`src/rtl/stage_chain_pkg.sv`:
```
// Shared defaults and sizing helpers for the stage_chain pipeline.
package stage_chain_pkg;

  localparam int unsigned DEF_WIDTH  = 8;
  localparam int unsigned DEF_DEPTH  = 2;
  localparam int unsigned DEF_OFFSET = 1;

  // Bits needed to count 0..depth words inclusive.
  function automatic int unsigned occ_width(input int unsigned depth);
    return $clog2(depth + 1);
  endfunction

endpackage

```
`src/rtl/stage_chain_pipe_stage.sv`:
```
// One valid/data register of the chain; the last stage adds the constant offset.
module pipe_stage
  import stage_chain_pkg::*;
#(
  parameter int unsigned WIDTH      = DEF_WIDTH,
  parameter bit          ADD_OFFSET = 1'b0,
  parameter int unsigned OFFSET     = DEF_OFFSET
) (
  input  logic             clk,
  input  logic             rst_n,
  input  logic             load,
  input  logic             prev_valid,
  input  logic [WIDTH-1:0] prev_data,
  output logic             valid,
  output logic [WIDTH-1:0] data
);

  localparam logic [WIDTH-1:0] INC = ADD_OFFSET ? WIDTH'(OFFSET) : '0;

  // Data only moves with a valid word so an empty load leaves the register quiet.
  always_ff @(posedge clk or negedge rst_n) begin
    if (!rst_n) begin
      valid <= 1'b0;
      data  <= '0;
    end else if (load) begin
      valid <= prev_valid;
      if (prev_valid) begin
        data <= prev_data + INC;
      end
    end
  end

endmodule

```
`src/rtl/stage_chain.sv`:
```
// Elastic valid/ready register chain of DEPTH stages with an offset added at the output stage.
module stage_chain
  import stage_chain_pkg::*;
#(
  parameter int unsigned WIDTH  = DEF_WIDTH,
  parameter int unsigned DEPTH  = DEF_DEPTH,
  parameter int unsigned OFFSET = DEF_OFFSET
) (
  input  logic                          clk,
  input  logic                          rst_n,
  input  logic                          in_valid,
  input  logic [WIDTH-1:0]              in_data,
  output logic                          in_ready,
  output logic                          out_valid,
  output logic [WIDTH-1:0]              out_data,
  input  logic                          out_ready,
  output logic [occ_width(DEPTH)-1:0]   occupancy
);

  localparam int unsigned OCC_W = occ_width(DEPTH);

  logic [DEPTH-1:0] valid_q;
  logic [WIDTH-1:0] data_q [DEPTH];
  logic [DEPTH:0]   ready_chain;
  logic [DEPTH-1:0] load;
  logic             accept;
  logic             emit;

  // A stage may load when it is empty or its successor takes its word this cycle.
  always_comb begin
    ready_chain        = '0;
    ready_chain[DEPTH] = out_ready;
    for (int k = int'(DEPTH) - 1; k >= 0; k--) begin
      ready_chain[k] = !valid_q[k] || ready_chain[k+1];
    end
  end

  assign load     = ready_chain[DEPTH-1:0];
  assign in_ready = ready_chain[0];
  assign accept   = in_valid && ready_chain[0];
  assign emit     = valid_q[DEPTH-1] && out_ready;

  for (genvar k = 0; k < int'(DEPTH); k++) begin : g_stage
    logic             prev_valid;
    logic [WIDTH-1:0] prev_data;

    if (k == 0) begin : g_head
      assign prev_valid = in_valid;
      assign prev_data  = in_data;
    end else begin : g_body
      assign prev_valid = valid_q[k-1];
      assign prev_data  = data_q[k-1];
    end

    pipe_stage #(
      .WIDTH      (WIDTH),
      .ADD_OFFSET (k == int'(DEPTH) - 1),
      .OFFSET     (OFFSET)
    ) u_stage (
      .clk        (clk),
      .rst_n      (rst_n),
      .load       (load[k]),
      .prev_valid (prev_valid),
      .prev_data  (prev_data),
      .valid      (valid_q[k]),
      .data       (data_q[k])
    );
  end

  assign out_valid = valid_q[DEPTH-1];
  assign out_data  = data_q[DEPTH-1];

  // Word count tracks handshakes; simultaneous accept and emit cancel out.
  always_ff @(posedge clk or negedge rst_n) begin
    if (!rst_n) begin
      occupancy <= '0;
    end else if (accept && !emit) begin
      occupancy <= occupancy + OCC_W'(1);
    end else if (emit && !accept) begin
      occupancy <= occupancy - OCC_W'(1);
    end
  end

endmodule

```
`config.mk`:
```
export PLATFORM = sky130hd
export DESIGN_NAME = stage_chain
export DESIGN_NICKNAME = d
export VERILOG_FILES = /design/src/rtl/stage_chain_pkg.sv /design/src/rtl/stage_chain_pipe_stage.sv /design/src/rtl/stage_chain.sv
export SDC_FILE = /design/constraint.sdc
export NUM_CORES = 1
export LEC_CHECK = 0
export CAP_MARGIN = 15
export CORE_UTILIZATION = 46
export CTS_CLUSTER_DIAMETER = 100
export DETAILED_ROUTE_END_ITERATION = 6
export PLACE_DENSITY = 0.86
export SLEW_MARGIN = 20
export SYNTH_ARGS = -nofsm -noshare
export SYNTH_HDL_FRONTEND = slang
export SYNTH_SLANG_ARGS = --single-unit
```
`constraint.sdc`:
```
create_clock -name clk -period 2.1 [get_ports clk]
set_clock_uncertainty 0.05 [all_clocks]
set_input_delay 0.21 -clock clk [delete_from_list [all_inputs] [get_ports clk]]
set_output_delay 0.21 -clock clk [all_outputs]
set_load 0.01 [all_outputs]
```
### Word-level counts from Yosys, hierarchy flattened

Index checks and enable logic that the tools add are counted.

* input bits: 12
* memory bits (read-only): 0
* bits in writable memories: 0
* flip-flop bits (word level): 20
* output and inout port bits: 12
* latch bits: 0
* memories: 0

* $mul: 0
* magnitude comparators: 0
* shift-type cells: 0
* bitwise gates (word level): 0
* divide/modulo/power cells: 0
* reduce and logical (&&, ||, !) cells: 13
* multiplexer cells: 2
* equal/unequal tests: 0
* add/sub/neg operators: 3

Operators by type and width (count)
* $add A8 B1 Y8 const B: 1
* $logic_and A1 B1 Y1: 4
* $logic_not A1 Y1: 4
* $mux W2: 2
* $reduce_and A2 Y1: 2
* $add A2 B1 Y2 const B: 1
* $logic_or A1 B1 Y1: 2
* $reduce_bool A2 Y1: 1
* $sub A2 B1 Y2 const B: 1

### Logic depth before layout (Yosys ltp)

* depth in word-level cells: 8
* gate-level depth with buffers: 7
* gate-level depth less buffers: 7

### Cells and area by module

A second synthesis with hierarchy kept.

* cell total of the unflattened synthesis: 76
* area, all modules: 882.1 µm²

Modules (own cells, without submodules)
* pipe_stage (g_stage[1].u_stage): sequential area each 225.2 µm², area each 430.4 µm², instances 1, cells an instance 45
* pipe_stage (g_stage[0].u_stage): sequential area each 225.2 µm², area each 335.3 µm², instances 1, cells an instance 20
* stage_chain: sequential area each 50.0 µm², area each 116.4 µm², instances 1, cells an instance 11

### Worst setup path after synthesis

OpenSTA, ideal clock, no wires.

* path kind: register to register
* start: register g_stage[1].u_stage.valid
* end: register occupancy[1]
* stages on the path, launching flop included: 7
* arrival: 1.492 ns
* buffers on the path: 0
* path slack: 0.479 ns
* library setup time: 0.079 ns
* period minus slack after synthesis: 1.621 ns
* cell sequence: dfrtp_1 -> nand3b_1 -> nand2_2 -> inv_1 -> ha_1 -> nor2_1 -> xor2_1

* cells in the longest elaborated chain, start to end: 7
* elaborated cells between the ends (all ways): 11
* those cells by class: mux: 1; reduce/logical: 10

Ends and longest elaborated chain
* start, declared: line stage_chain_pipe_stage.sv:14 `output logic valid,`
* start signal, assigned: line stage_chain_pipe_stage.sv:26 `valid <= prev_valid;`
* $logic_not A1 Y1 *: line stage_chain.sv:34 `ready_chain[k] = !valid_q[k] || ready_chain[k+1];`
* $logic_or A1 B1 Y1 * (2 in a row): line stage_chain.sv:34
* named net in_ready: line stage_chain.sv:13 `output logic in_ready,`
* $logic_and A1 B1 Y1 *: line stage_chain.sv:40 `assign accept = in_valid && ready_chain[0];`
* named net accept: line stage_chain.sv:26 `logic accept;`
* $logic_not A1 Y1: line stage_chain.sv:79 `end else if (emit && !accept) begin`
* $logic_and A1 B1 Y1: line stage_chain.sv:79
* $reduce_bool A2 Y1 (no line)
* end signal, assigned: line stage_chain.sv:78 `occupancy <= occupancy + OCC_W'(1);`
* end signal, assigned: line stage_chain.sv:80 `occupancy <= occupancy - OCC_W'(1);`
* end, declared: line stage_chain.sv:17 `output logic [occ_width(DEPTH)-1:0] occupancy`

Mark *: on every way through the listed nets, which the timed path passes. The rest lies on a longest branch.
A chain may end at the register's enable or synchronous reset.

### Final worst setup path

* start: register g_stage[0].u_stage.valid
* end: output port in_ready

* cells in the longest elaborated chain, start to end: 2

Ends and longest elaborated chain (line)
* start, declared: stage_chain_pipe_stage.sv:14
* start signal, assigned: stage_chain_pipe_stage.sv:26
* $logic_not A1 Y1: stage_chain.sv:34
* $logic_or A1 B1 Y1: stage_chain.sv:34
* end, declared: stage_chain.sv:13

No other way between the ends.

==> run metrics <==
Netlist cell types 22; Worst-path clk slew 0.12 ns; worst path arrival time 1.49 ns; Hold Violations, Final 0; fin crit share 83.5%; CTS Sinks 20; CTS tree built; Final ANT Viol Nets 0; status finished, final reports clean; H-tree levels 1; Highest Clock Rate 0.570 GHz; post-synthesis sequential area ratio 55.7%; Synth area leaders dfrtp_1, mux2_2, xnor2_1; CP max FO 7; type of the worst min-delay path in -> async; DP HPWL 1.18 mm; hold_ws 0.184 ns; Setup TNS Final 0 ns; total power 1.23 mW; initial antenna violation count 0; Final Slew Violations 0; Least-Margin Pin Slew 0.252 ns; die height 46.2 um; I/O pins 24; endpoint class of the critical path output port; Remaining Overflow, GRT 0; synth-to-layout area growth 35.4%; CTS Root Buffer Type clkbuf_4; Syn Std Cell Area 898 sq um; CTS buffer count 3; number of synthesized flops with an enable pin 0; syn_area_per_cell 12.7 sq um; share of the synthesized area in the top cell type 55.7%; # port buffers 23; CTS Hold Buffers Added 0; final WL 1.56 mm; RSZ-0062 raised after global routing no; largest net degree at the start of global routing 21; Die X 46.2 um; DR iter-0 viols 5; clock tree buffer depth 2; Rel. slew slack 83.2%; fin nets 114; Peak VDD IR 0.000548 V; leakage 0.505 nW; wire length per cell 12.6 um; Req. time, crit path 1.84 ns; drc violations 0; CTS resizes 0; worst-skew pair later-pin latency 0.30 ns; max cap viols 0; Inserted Diodes 0; async set or reset register ratio after synthesis 100%; ys flop type dfrtp_1; min Tclk post-route 1.75 ns; # rows 15; Post-Synthesis Cells 71; core area 0.00178 sq mm; vias 623; synth warn 0; Placer Congestion 0.744; PwrDens 1010 mW/mm^2; first-pass GRT wire length 2.69 mm; vias per cell 5.02; cell taking the most area after synthesis dfrtp_1; critical path class reg -> out; share of cells above drive strength 1 21.2%; non-filler cells, final 124; total track usage 18.4%; Pre-Repair DR Iteration Count 4; postcts setup bufs 0; Starting Density 50.4%; Cells after DPL 120; CP startpoint kind flip-flop; setup violators final 0; vias in the first global route 649; flops & latches, synth 20; die area 0.00213 sq mm; top-count cell post-synth dfrtp_1; Synth top cells by count dfrtp_1, mux2_2, a21oi_1; net count after synthesis 85
-- cell type report --
class | count | area (sq um)
Tap cell | 25 | 31.3
Inverter | 2 | 7.51
Clock inverter | 1 | 30.0
Fill cell | 137 | 567
Sequential cell | 20 | 500
Clock buffer | 3 | 22.5
Timing Repair Buffer | 25 | 245
Multi-Input combinational cell | 48 | 379
-- logic make-up after synthesis --
group	Yosys count	share of synthesized area, %
flip-flops	20	55.7
XOR/XNOR	6	5.85
multiplexers	12	14.9
adder cells (fa/ha/maj)	2	2.79
AO/OA/AOI/OAI	11	6.55
buffers and inverters	3	2.09
AND/OR/NAND/NOR	17	12.1
-- per-layer routing --
layer  global-route usage (%)  vias up  wire length [um]
li1                         -      308                 -
met1                     21.3      292               701
met2                     32.1       21               783
met3                     3.53        2                68
met4                     8.82        0                10
met5                        0        -                 0
-- worst paths after layout --
check | start | to | slack (ns) | cells past startpoint
max in group asynchronous | rst_n | g_stage[1].u_stage.data[1]$_DFFE_PN0P_ | 1.60 | 2
hold reg to reg | occupancy[1]$_DFFE_PN0P_ | occupancy[1]$_DFFE_PN0P_ | 0.42 | 1
setup reg to reg | g_stage[0].u_stage.valid$_DFFE_PN0P_ | occupancy[1]$_DFFE_PN0P_ | 0.58 | 7
setup / recovery | g_stage[0].u_stage.valid$_DFFE_PN0P_ | in_ready | 0.35 | 2
min in group clk | occupancy[1]$_DFFE_PN0P_ | occupancy[1]$_DFFE_PN0P_ | 0.42 | 1
hold / removal | rst_n | g_stage[1].u_stage.data[6]$_DFFE_PN0P_ | 0.18 | 2
-- registers in the layout (all words and copies together), names as in the netlist --
| register | count |
|---|---|
| g_stage.u_stage.data | 16 |
| g_stage.u_stage.valid | 2 |
| occupancy | 2 |
-- stage by stage --
step,utilization [%],worst slack [ns],area (sq um)
2_1_floorplan,-,0.479,898
3_5_place_dp,65.3,0.331,1160
6_report,68.2,0.347,1220
4_1_cts,68.2,0.334,1220
3_3_place_gp,65.3,0.405,1160
5_1_grt,68.2,0.257,1220
-- cells in the final DEF (no fill, tap or decap) --
cell type / n
and2_4: 1
clkbuf_4: 3
xnor2_1: 4
nand3_1: 2
or3_1: 3
nand2b_4: 1
nand3b_1: 1
buf_4: 2
mux2_2: 11
o21ai_0: 3
nand2b_1: 2
ha_1: 2
mux2i_1: 1
dfrtp_1: 20
a31oi_1: 3
nand3_2: 1
nand2_2: 1
nand4_1: 1
bufinv_16: 1
nor2_1: 1
xor2_1: 2
clkdlybuf4s50_1: 23
inv_1: 2
a21oi_1: 5
nand2_1: 3
-- critical path: stages, from the launching register on --
cell and delay, ns:
dfrtp_1 0.47, nand3b_1 0.17, clkdlybuf4s50_1 0.55
-- power by group --
group / internal, mW / leakage (nW) / switching (mW) / total (mW)
sequential: 0.476 / 0.229 / 0.0709 / 0.547
combinational: 0.230 / 0.249 / 0.138 / 0.368
clock: 0.193 / 0.0279 / 0.118 / 0.311
(Power assumes the default switching activity.)
==> edit 1, RTL diff (config.mk and constraints unchanged) <==
`DEF_DEPTH`: 2 -> 8.
--- a/src/rtl/stage_chain_pkg.sv
+++ b/src/rtl/stage_chain_pkg.sv
@@ -2,7 +2,7 @@
 package stage_chain_pkg;
 
   localparam int unsigned DEF_WIDTH  = 8;
-  localparam int unsigned DEF_DEPTH  = 2;
+  localparam int unsigned DEF_DEPTH  = 8;
   localparam int unsigned DEF_OFFSET = 1;
 
   // Bits needed to count 0..depth words inclusive.
Ports: changed (resized occupancy); port bits go from 24 to 26. The function was not compared with the original's and may differ.
==> edit 1 against the unedited design <==
The flow now finishes with violations (setup timing); total power increased to 4.3 times the old value; worst hold slack gained 190 ps; utilization fell by 8.3 points; sequential cell count up 56; design area rose to 3.2 times the old value; worst setup slack lost 350 ps; synthesized area increased to 3.5 times the old value; routed wire length increased to 3.2 times the old value; largest cell class unchanged; critical path type is now reg2reg.
==> edit 1: results (changes against the unedited design) <==
[global_routing]
grt_pass1_vias=1956  ; +200%
antenna_found_initial=0  ; unchanged
grt_pass1_wl_um=9140  ; +240%
gr-usage-met1=0.189  ; -0.0239
grt.total_usage=0.167  ; -0.0165
grt_max_degree=48  ; +130%
met3_usage=0.0720  ; +0.0367
grt.met2_usage=0.283  ; -0.0381

[critical_path]
crit_path_max_fanout=5  ; -2
cp_slowest_cell=or4_4
worstPathArrival_ps=2280  ; +790 ps
worstSetupStartpointType=flip-flop
cpPeakStageDelay_ps=520  ; -30 ps

[outcome]
run_status=finished, violations left
violations=setup timing

[worst_hold_path]
hp-class=in2async

[detailed_routing]
routed_via_density=5.27  ; +4.9%
drt_pass1_iterations=4  ; unchanged
drt_iter0_markers=45  ; +40
wl_per_cell_um=14.2  ; +13%
drtAntennaViolNets=0  ; unchanged

[synth]
synth_cell_type_count=31  ; +41%
seq_area_frac_synth=0.598  ; +0.0406
yosys_warnings=0  ; unchanged
syn_nets=237  ; +180%
ys_async_sr_fraction=1.00  ; unchanged
ys_top_cells_by_count=76 x dfrtp_1, 60 x mux2_2, 8 x inv_1, 8 x nand2_1
synth-adder-area-share=0.0220  ; -0.00583
synth_xor_area_frac=0.0138  ; -0.0447
synth.area.top_cells=dfrtp_1 60%, mux2_2 21%, ha_1 1.6%
synth_mux_area_frac=0.219  ; +0.0696
synth_compound_area_frac=0.0645  ; -0.000969

[clock_network]
cts.path.max_buffers=2  ; unchanged
numCtsBuffers=9  ; +6
clkTransAtPathRegs_ps=80  ; -40 ps
clockRootBuffer=clkbuf_8
clk_latency_ps=350  ; +50 ps
htreeDepth=3  ; +2

[placed_design]
dp_hpwl_um=3690  ; +210%
io_buffer_count=25  ; +8.7%
gp_congestion=0.768  ; +3.3%

[cells_and_area]
layout.nets=289  ; +150%
drive_gt1_frac=0.404  ; +0.192
top_regs=g_stage.u_stage.data x64, g_stage.u_stage.valid x8, occupancy x4
fill_cells=489  ; +260%
n_antenna_cell=0  ; unchanged

[timing]
setup_slack_ps=-2.30  ; -349 ps
relSlewSlack=0.554  ; -0.277
setup_viol=1  ; +1
hold_violations=0  ; unchanged

[power]
p_leak_nw=1.62  ; +220%
irDropWorstVdd_v=0.000664  ; +21%

==> edit 1: changes by cell type after synthesis, moves of 3 or more <==
cell	before	now
mux2_2	11	60
inv_1	2	8
nand3_1	2	7
dfrtp_1	20	76
nand2_1	3	8
o21ai_0	3	6
buf_2	0	3
==> edit 1: stage by stage <==
step                cell area [sq um]  power [mW]  TNS (ps)  setup WS [ps]  std cells
floorplan                        3210        3.62      -587           -394        220
global placement                 3650        4.12      -537           -269        332
detailed placement               3650        4.26      -897           -341        332
CTS                              3870        5.26         0           7.95        352
global route                     3890        5.61      -206           -104        354
finish                           3890        5.24     -2.30          -2.30        354
==> edit 1: cells by family (layout without fill, tap and decap cells) <==
family	Yosys count	in the layout
AO/OA/AOI/OAI	25	25
flip-flops	76	76
AND/OR/NAND/NOR	33	33
XOR/XNOR	5	5
adder cells (fa/ha/maj)	5	5
multiplexers	62	62
buffers and inverters	14	71
==> edit 1: cell type report <==
type	count	area share
well taps	77	0.0248
clock buffers	10	0.0328
multi-input cells	130	0.326
repair buffers	47	0.109
flip-flops and latches	76	0.489
inverters	8	0.00836
clock inverters	6	0.0106
==> edit 1: metal layers <==
| metal | up-vias | wire (um) |
|---|---|---|
| li1 | 896 | - |
| met5 | - | 0 |
| met3 | 7 | 242 |
| met2 | 49 | 2550 |
| met1 | 914 | 2180 |
| met4 | 0 | 63 |
==> edit 1: power breakdown <==
group / total [mW] / switching (mW) / internal, mW
sequential: 2.47 / 0.399 / 2.07
combinational: 1.82 / 0.704 / 1.11
clock: 0.947 / 0.521 / 0.426
total: 5.24 / 1.62 / 3.61
==> edit 1: path summary, 6_finish.rpt <==
path,start,slack [ps],to,cells after the start
max,g_stage[1].u_stage.valid,-2,occupancy[3],8
min,rst_n,370,g_stage[1].u_stage.data[7],2
max reg2reg,g_stage[1].u_stage.valid,-2,occupancy[3],8
min reg2reg,g_stage[5].u_stage.data[0],450,g_stage[6].u_stage.data[0],1
max in group asynchronous,rst_n,960,g_stage[7].u_stage.data[4],3
min in group clk,in_data[2],410,g_stage[0].u_stage.data[2],2
==> edit 1: critical path, delay by kind of cell (launching register included) <==
family | cells | cell delay (ps)
compound gates | 3 | 490
fa+ha+maj | 1 | 170
buf+inv | 2 | 210
flops | 1 | 370
simple gates | 2 | 700
==> edit 1: repair_timing <==
action,in CTS,in global routing
hold endpoints to repair,29,0
hold buffers,1,0
gates resized for setup,6,5
pin swaps,6,4
endpoints found under the setup margin,3,3
buffers inserted,3,2
==> edit 2, RTL diff (same settings) <==
Made on the original files. Make the reset (`rst_n`) synchronous in 2 clocked blocks.
--- a/src/rtl/stage_chain_pipe_stage.sv
+++ b/src/rtl/stage_chain_pipe_stage.sv
@@ -18,7 +18,7 @@
   localparam logic [WIDTH-1:0] INC = ADD_OFFSET ? WIDTH'(OFFSET) : '0;
 
   // Data only moves with a valid word so an empty load leaves the register quiet.
-  always_ff @(posedge clk or negedge rst_n) begin
+  always_ff @(posedge clk) begin
     if (!rst_n) begin
       valid <= 1'b0;
       data  <= '0;
--- a/src/rtl/stage_chain.sv
+++ b/src/rtl/stage_chain.sv
@@ -71,7 +71,7 @@
   assign out_data  = data_q[DEPTH-1];
 
   // Word count tracks handshakes; simultaneous accept and emit cancel out.
-  always_ff @(posedge clk or negedge rst_n) begin
+  always_ff @(posedge clk) begin
     if (!rst_n) begin
       occupancy <= '0;
     end else if (accept && !emit) begin
Formal check against the unedited RTL: differs if rst_n is asserted again (counterexample within 4 cycles, from zero or initial values and one cycle with rst_n low); with rst_n held inactive, the same outputs for 10 cycles.
==> edit 2 against the unedited design <==
Cell count is 21% higher; synthesized cell count rose by 44%; design area rose by 1.9%; routed wire length grew 18%; sequential cell count is the same; synthesized area rose by 3.6%; worst setup slack got worse by 110 ps; critical path type is now in2out; largest cell class is now multi-input gates; highest routed layer unchanged.
Power is not compared: it rests on default switching activity, and its combinational part moved more than twofold at a synthesized area within 25%.
==> edit 2: results (changes against the unedited design) <==
[critical_path]
r2r_cells=5  ; -2
regToRegStartpoint=g_stage[1].u_stage.valid
reg2reg_to=occupancy[1]
cp_slowest_cell=clkdlybuf4s50_1
crit_path_max_fanout=18  ; +11
worstPathArrival_ps=1600  ; +110 ps
cp-startpoint=out_ready
reg2reg_setup_slack_ps=500  ; -80 ps

[worst_hold_path]
hp-class=reg2reg
holdPathEnd=occupancy[1]
hp-start=occupancy[1]
hold_depth=2

[detailed_routing]
drt_pass1_iterations=4  ; unchanged
routed_via_density=5.43  ; +8.1%
wl_per_cell_um=12.3  ; -2.2%
drt_iter0_markers=17  ; +12

[outcome]
run_status=complete, no violations

[synth]
ys_top_cells_by_count=20 x dfxtp_1, 11 x a21oi_1, 8 x a21boi_0, 8 x and3_1, 8 x o21a_1
seq_area_frac_synth=0.430  ; -0.127
synthFlopType=dfxtp_1
synth.area.top_cells=dfxtp_1 43%, a21boi_0 6.5%, o21a_1 6.5%
synth_compound_area_frac=0.288  ; +0.222
synth-adder-area-share=0.0269  ; -0.000973
syn_nets=116  ; +36%
synth_xor_area_frac=0.0470  ; -0.0115
avgSynthCellArea_sq_um=9.13  ; -28%
ys_async_sr_fraction=0  ; -1.00
synth_cell_type_count=24  ; +9.1%
synth_mux_area_frac=0  ; -0.149

[clock_network]
clkTransAtPathRegs_ps=110
cts_resized=0  ; unchanged
htreeDepth=1  ; unchanged
cts_setup_buffers=0  ; unchanged

[global_routing]
grt_pass1_vias=781  ; +20%
grt_pass1_wl_um=3310  ; +23%
antenna_found_initial=0  ; unchanged
grt.total_usage=0.206  ; +0.0219
grt_max_degree=19  ; -9.5%

[placed_design]
dpl_worst_slack_ps=178  ; -153 ps
io_buffer_count=23  ; unchanged
dp_hpwl_um=1390  ; +18%
gp_congestion=0.759  ; +2.1%
dpl_cell_area_sq_um=1190  ; +1.9%

[timing]
tightest_slew_ps=378  ; +126 ps
fin_crit_ps=1860  ; +106 ps

[cells_and_area]
layout.nets=140  ; +23%
top_regs=g_stage.u_stage.data x16, g_stage.u_stage.valid x2, occupancy x2
drive_gt1_frac=0.0800  ; -0.132

[power]
irDropWorstVdd_v=0.000393

edit 2: cell count changes after synthesis, moves of 4 or more:
cell / unedited run / this run
o21a_1: 0 / 8
dfrtp_1: 20 / 0
a21oi_1: 5 / 11
clkbuf_1: 0 / 5
mux2_2: 11 / 0
dfxtp_1: 0 / 20
a211oi_1: 0 / 4
a21boi_0: 0 / 8
and3_1: 0 / 8
edit 2: report_power, final:
part           switching (mW)  total (mW)  internal, mW
sequential             0.0220       0.428         0.406
clock                   0.120       0.313         0.193
combinational          0.0582       0.142        0.0835
total                   0.200       0.882         0.682
edit 2: cells by family after synthesis:
logic type,count (synthesis)
AOI/OAI and AO/OA,39
xor gates and xnor gates,5
adders and majority gates,2
buffers and inverters,11
DFF,20
and+or+nand+nor,25
edit 2: worst max path at each step:
| stage | cells after the start | to |
|---|---|---|
| 2_1_floorplan | 6 | occupancy[1] |
| 3_3_place_gp | 6 | occupancy[1] |
| 3_5_place_dp | 6 | occupancy[1] |
| 4_1_cts | 4 | in_ready |
| 5_1_grt | 4 | in_ready |
| 6_report | 4 | in_ready |
edit 2: through the flow:
step	hold slack (ps)	total power [mW]	std cells
6_report	440	0.882	150
5_1_grt	494	0.922	150
4_1_cts	442	0.887	150
3_5_place_dp	425	0.579	146
3_3_place_gp	417	0.573	146
2_1_floorplan	416	0.508	102
edit 2: area by class of cell:
cell class / instances / area [sq um]
clock buffers: 3 / 22.5
flip-flops and latches: 20 / 400
inverters: 4 / 15.0
clock inverters: 1 / 30.0
multi-input cells: 71 / 487
fillers: 156 / 563
well taps: 25 / 31.3
repair buffers: 26 / 253
edit 2: worst max-delay path, delay by kind of cell:
family | cells | cell delay, ps
buffers and inverters | 3 | 1250
AND/OR/NAND/NOR | 1 | 140
edit 2: layer usage:
metal / global-route usage / share of wire / vias to the layer above
met3: 0.0231 / 0.033 / 2
met5: 0 / 0 / -
met1: 0.264 / 0.47 / 376
li1: - / - / 415
met4: 0.0743 / 0.0076 / 0
met2: 0.356 / 0.49 / 22
